**src/rtl/kyber_decomp_ctrl.sv**
```systemverilog
// Sequencer for decompressing one Kyber polynomial: streams N compressed coefficients
// from source memory through an external decompress unit into destination memory.
module kyber_decomp_ctrl #(
    parameter int D       = 10,
    parameter int DEC_LAT = 1,
    parameter int N       = 256
) (
    input  logic          clk,
    input  logic          rst_n,
    input  logic          start,
    output logic          busy,
    output logic          done,
    output logic          src_rd_en,
    output logic [7:0]    src_addr,
    input  logic [D-1:0]  src_data,
    output logic [D-1:0]  dec_in,
    input  logic [11:0]   dec_out,
    output logic          dst_we,
    output logic [7:0]    dst_addr,
    output logic [11:0]   dst_data
);

    localparam int STAGES = 1 + DEC_LAT;
    localparam logic [7:0] LAST_IDX = 8'(N - 1);

    typedef enum logic [1:0] {
        IDLE  = 2'd0,
        RUN   = 2'd1,
        DRAIN = 2'd2,
        DONE  = 2'd3
    } state_t;

    state_t              state_q, state_d;
    logic [7:0]          rd_cnt_q, rd_cnt_d;
    logic [STAGES-1:0]   vld_q, vld_d;
    logic [7:0]          idx_q [STAGES];
    logic [7:0]          idx_d [STAGES];
    logic [7:0]          dst_addr_q, dst_addr_d;
    logic [11:0]         dst_data_q, dst_data_d;

    always_comb begin
        state_d  = state_q;
        rd_cnt_d = rd_cnt_q;
        case (state_q)
            IDLE: begin
                if (start) begin
                    state_d  = RUN;
                    rd_cnt_d = 8'd0;
                end
            end
            RUN: begin
                // The counter parks on the last index so src_addr holds through DRAIN.
                if (rd_cnt_q == LAST_IDX) state_d = DRAIN;
                else                      rd_cnt_d = rd_cnt_q + 8'd1;
            end
            DRAIN: begin
                if (dst_we && (idx_q[STAGES-1] == LAST_IDX)) state_d = DONE;
            end
            DONE:    state_d = IDLE;
            default: state_d = IDLE;
        endcase
    end

    always_comb begin
        src_rd_en = (state_q == RUN);
        src_addr  = rd_cnt_q;
        busy      = (state_q == RUN) || (state_q == DRAIN);
        done      = (state_q == DONE);
        dec_in    = src_data;
    end

    // Stage 0 lines up with the cycle read data returns; the last stage with dec_out.
    always_comb begin
        vld_d    = {vld_q[STAGES-2:0], src_rd_en};
        idx_d[0] = src_addr;
        for (int i = 1; i < STAGES; i++) begin
            idx_d[i] = idx_q[i-1];
        end
    end

    always_comb begin
        dst_we     = vld_q[STAGES-1];
        dst_addr   = dst_we ? idx_q[STAGES-1] : dst_addr_q;
        dst_data   = dst_we ? dec_out : dst_data_q;
        dst_addr_d = dst_addr;
        dst_data_d = dst_data;
    end

    always_ff @(posedge clk or negedge rst_n) begin
        if (!rst_n) begin
            state_q    <= IDLE;
            rd_cnt_q   <= 8'd0;
            vld_q      <= '0;
            dst_addr_q <= 8'd0;
            dst_data_q <= 12'd0;
        end else begin
            state_q    <= state_d;
            rd_cnt_q   <= rd_cnt_d;
            vld_q      <= vld_d;
            dst_addr_q <= dst_addr_d;
            dst_data_q <= dst_data_d;
        end
    end

    // Index pipeline is qualified by vld_q, so it needs no reset.
    always_ff @(posedge clk) begin
        for (int i = 0; i < STAGES; i++) begin
            idx_q[i] <= idx_d[i];
        end
    end

endmodule

```
**config.mk**
```make
export PLATFORM = sky130hd
export DESIGN_NAME = kyber_decomp_ctrl
export DESIGN_NICKNAME = d
export VERILOG_FILES = /design/src/rtl/kyber_decomp_ctrl.sv
export SDC_FILE = /design/constraint.sdc
export NUM_CORES = 1
export LEC_CHECK = 0
export CAP_MARGIN = 40
export CORE_MARGIN = 5
export CORE_UTILIZATION = 30
export DETAILED_ROUTE_END_ITERATION = 8
export GPL_ROUTABILITY_DRIVEN = 0
export GPL_TIMING_DRIVEN = 0
export PLACE_DENSITY = 0.65
export RECOVER_POWER = 50
export SLEW_MARGIN = 10
export SYNTH_ARGS = -nofsm -noshare
export SYNTH_HDL_FRONTEND = slang
export SYNTH_SLANG_ARGS = --single-unit
```
**constraint.sdc**
```tcl
create_clock -name clk -period 1.8 [get_ports clk]
set_input_delay 0.18 -clock clk [delete_from_list [all_inputs] [get_ports clk]]
set_output_delay 0.18 -clock clk [all_outputs]
set_load 0.005 [all_outputs]
```
Yosys cells after proc, flatten, opt, wreduce, memory -nomap -nowiden
Memories as Yosys holds them, arrays and structs flattened. Cells that the tools add are included.

Register bits: 32. Memory bits (writable): 16. Input port bits: 25. Output and inout bits: 42. Logic and storage cells: 31. Memories kept: 1.

Memory list: idx_q (depth 2, bits a word 8, rd ports 2, clocked after memory_dff 0, write ports 2, line 36) `logic [7:0] idx_q [STAGES];`.

Add/sub/neg operators: 1. Equal/unequal tests: 9. Muxes and demuxes: 9. Reductions and logical operators: 6.

Operator list (number): two-way mux 8 bit (3); == test 8 bit, second input constant (2); one-hot mux 8 bit (2 select lines) (1); two-way mux 12 bit (1); adder 8 x 1 -> 8 bit, second input constant (1); one-hot mux 2 bit (4 select lines) (1); two-way mux 2 bit (3); != test 2 bit, second input constant (3); AND reduction 3 bit (2); == test 2 bit, second input constant (2); == test 2 x 1 -> 1 bit, second input constant (1); logical NOT 2 bit (1); != test 2 x 1 -> 1 bit, second input constant (1); nonzero test 2 bit (1); logical AND 1 bit (1); logical OR 1 bit (1).

Logic depth before layout (Yosys ltp)
Depth after elaboration: 4. Gate-level depth with buffers: 7. Depth with buffers taken out: 6.

Worst setup path before layout
No wires, ideal clock.

Path kind: register to register. Start: reg state_q[1]. End: reg rd_cnt_q[1], in the netlist src_addr[1]. Arrival time: 1.636 ns. Setup slack: 0.045 ns. Cell stages (with the launch flop): 8. Path buffers: 1. Cells stage by stage: dfrtp_1 -> inv_1 -> ha_1 -> buf_6 -> inv_1 -> o41a_4 -> nand4_1 -> a21bo_1.

Longest elaborated chain between the ends: 3. Elaborated cells between the ends (all ways): 7.

Ends and longest elaborated chain: from (decl) (line 33) `state_t state_q, state_d;`; from (signal assigned) (line 97) `state_q <= state_d;`; == test 2 x 1 -> 1 bit (*); named net src_rd_en (line 13) `output logic src_rd_en,`; != test 2 bit (no source line) / nonzero test 2 bit (equally long branches); AND reduction 3 bit (no source line); to (signal assigned) (line 98) `rd_cnt_q <= rd_cnt_d;`; to (decl) (line 34) `logic [7:0] rd_cnt_q, rd_cnt_d;`.

Mark *: on every way through the listed nets, which the timed path passes. The rest lies on a longest branch. A chain may end at the register's enable or synchronous reset.

Worst setup path after layout
Start: reg vld_q[1]. End: out dst_data[0].

Longest elaborated chain between the ends: 1.

Ends and longest elaborated chain: from (decl) (line 35) `logic [STAGES-1:0] vld_q, vld_d;`; from (signal assigned) (line 99) `vld_q <= vld_d;`; two-way mux 12 bit (line 84) `dst_data = dst_we ? dec_out : dst_data_q;`; to (decl) (line 20) `output logic [11:0] dst_data`.

No other way between the ends.

==> flow_summary.json <==
{
  "clock_latency_ps": 300,
  "clockRootBuffer": "clkbuf_8",
  "critPathMaxStageDelay_ps": 450,
  "grt_pass1_vias": 1432,
  "relSlewSlack_pct": 51.42,
  "nFillCells": 593,
  "die_y_um": 89.75,
  "drt_iter0_markers": 43,
  "yosysUniqueCellTypes": 28,
  "rsz0062_at_grt": "false",
  "routed_wl_um": 3958,
  "hold_viol_final": 0,
  "cap_violations": 0,
  "track_usage_pct": 10.19,
  "ys_seq_area_share_pct": 58.75,
  "die_area_mm2": 0.008055,
  "run_status": "complete, no violations",
  "clock-sinks": 48,
  "syn_nets": 178,
  "start_util_pct": 30.40,
  "antennaDiodeCount": 0,
  "critPathRequiredTime_ps": 1620,
  "grt_max_degree": 33,
  "critical_path_class": "reg -> out",
  "pre_cts_ws_ps": -168.4,
  "synth_ff_type": "dfrtp_1",
  "synthCells": 148,
  "cts_tree": "yes",
  "clk_transition_reported_paths_ps": 90,
  "finalSetupViolCount": 0,
  "antenna_found_initial": 0,
  "min_period_ps": 1722,
  "coreArea_mm2": 0.006277,
  "ys.warnings.count": 0,
  "cp-start-kind": "register",
  "path_cells": "buf_8 -> buf_12 -> mux2_2 -> dlygate4sd2_1",
  "hold_class": "reg -> reg",
  "clock_skew_ps": 4.926,
  "crit_path_end_kind": "primary output",
  "area_growth_pct": 46.03,
  "avgRoutedWirePerCell_um": 13.11,
  "viasPerCell": 4.394,
  "overflow": 0,
  "numCtsBuffers": 5,
  "ys_ff_latch": 48,
  "grt_pass1_wl_um": 6831,
  "ant_nets": 0,
  "critPathTopFamily": "buffers and inverters",
  "die_w_um": 89.75,
  "post-place-cells": 281,
  "critPathSlowestCell": "dfrtp_2",
  "routed-via-count": 1327,
  "crit_path_max_fanout": 4,
  "worst_pin_slew_ps": 728.7,
  "dr.pass1.iters": 4,
  "setup_slack_ps": 78.45,
  "layout_common_cells": "34 x clkdlybuf4s50_1, 30 x dfrtp_1, 26 x buf_4",
  "cp_data_arrival_time_ps": 1540,
  "fmax_ghz": 0.5809,
  "io_buffers": 56,
  "path_buf_inv": 3,
  "slew_viol_final": 0,
  "finalCritPeriodShare_pct": 95.64,
  "synth_edf_count": 0,
  "ir_drop_uv": 527.5,
  "drc": 0,
  "final_layout_size_suffix_gt1_share_pct": 33.78,
  "syn-cell-area_mm2": 0.001908,
  "fin_hold_ws_ps": 332.6,
  "postSynthAreaPerCell_um2": 12.89,
  "fin_nets": 254,
  "async_flop_share_pct": 66.67,
  "cts.path.max_buffers": 2,
  "htree_levels": 2,
  "p_per_area_mw_per_mm2": 674.2,
  "num_rows": 29,
  "boundaryPins": 67,
  "final_common_cell": "clkdlybuf4s50_1",
  "dpl.hpwl_um": 2774,
  "stdcell_count": 302,
  "cellLeakagePower_nw": 1.241
}
-- worst paths after layout --
kind | start | slack (ps) | to | depth (start not counted)
min in group asynchronous | rst_n | 470 | dst_data_q[9] | 2
hold / removal | idx_q[0][4] | 330 | idx_q[0][12] | 0
hold reg to reg | idx_q[0][4] | 330 | idx_q[0][12] | 0
max in group asynchronous | rst_n | 820 | vld_q[1] | 2
setup reg to reg | src_addr[1] | 110 | src_addr[1] | 5
setup / recovery | vld_q[1] | 80 | dst_data[0] | 4
-- layout make-up --
cell class	count	area (µm²)	area share, %
Multi-Input combinational cell	74	611.8	21.96
Sequential cell	48	1124	40.32
Buffer	22	197.7	7.095
Clock buffer	6	82.58	2.964
Clock inverter	2	15.01	0.5388
Tap cell	77	96.34	3.458
Timing Repair Buffer	69	644.4	23.13
Inverter	4	15.01	0.5388
-- registers in the layout, indices dropped and copies added, names as in the netlist --
register and flops:
idx_q 16, dst_data_q 12, dst_addr_q 8, src_addr 8
state_q 2, vld_q 2
-- logic make-up after synthesis --
logic type | after synthesis | share of synthesized area [%]
and+or+nand+nor | 30 | 8.525
buffers and inverters | 26 | 9.442
AOI/OAI and AO/OA | 17 | 7.148
adders and majority gates | 5 | 3.279
muxes | 22 | 12.85
DFF | 48 | 58.75
-- synth_stat cells, types with 3 or more instances --
master	n	area [µm²]
dfrtp_1	32	800.8
mux2_2	20	225.2
buf_4	18	135.1
dfxtp_1	16	320.3
nand2_1	8	30.03
nand3_1	7	35.03
a21o_1	5	37.54
ha_1	5	62.56
inv_1	4	15.01
o21ai_0	4	20.02
nand4_1	3	18.77
nor2_1	3	11.26
nor3_1	3	15.01
-- timing repair --
action                                  4_1_cts  5_1_grt
gates cloned                                  1        0
pin swaps                                     1        0
hold buffers                                  1        0
endpoints found under the setup margin       21       13
setup buffers                                 8        3
hold endpoints to repair                     32        0
gates resized for setup                      34       12
-- where the power goes --
group | internal (mW) | switching (mW) | total (mW)
logic | 0.0819 | 0.0389 | 0.121
clock network | 0.311 | 0.359 | 0.670
registers | 1.09 | 0.00294 | 1.09
total | 1.48 | 0.401 | 1.88
-- metrics by stage --
stage	util [%]	total power, mW	setup TNS [ps]	instance area (µm²)
finish	44.39	1.879	0	2786
global route	44.39	1.966	0	2786
CTS	43.91	1.913	-82.49	2756
detailed placement	40.78	1.245	-2685	2560
global placement	40.86	1.243	-7258	2565
floorplan	-	1.147	0	1908
-- worst reg2reg max path: cells and delay by family, from the launching register on --
kind | cells | cell delay [ps]
compound gates | 2 | 730
flops | 1 | 410
fa+ha+maj | 1 | 240
simple gates | 2 | 210
-- layer usage --
metal	up-vias	global-route usage, %	wire length (µm)
li1	649	-	-
met1	633	11.88	1664
met2	38	16.83	1977
met3	7	3.422	224
met4	0	4.660	92
met5	-	0	0
Power figures use the tool's default switching activity.
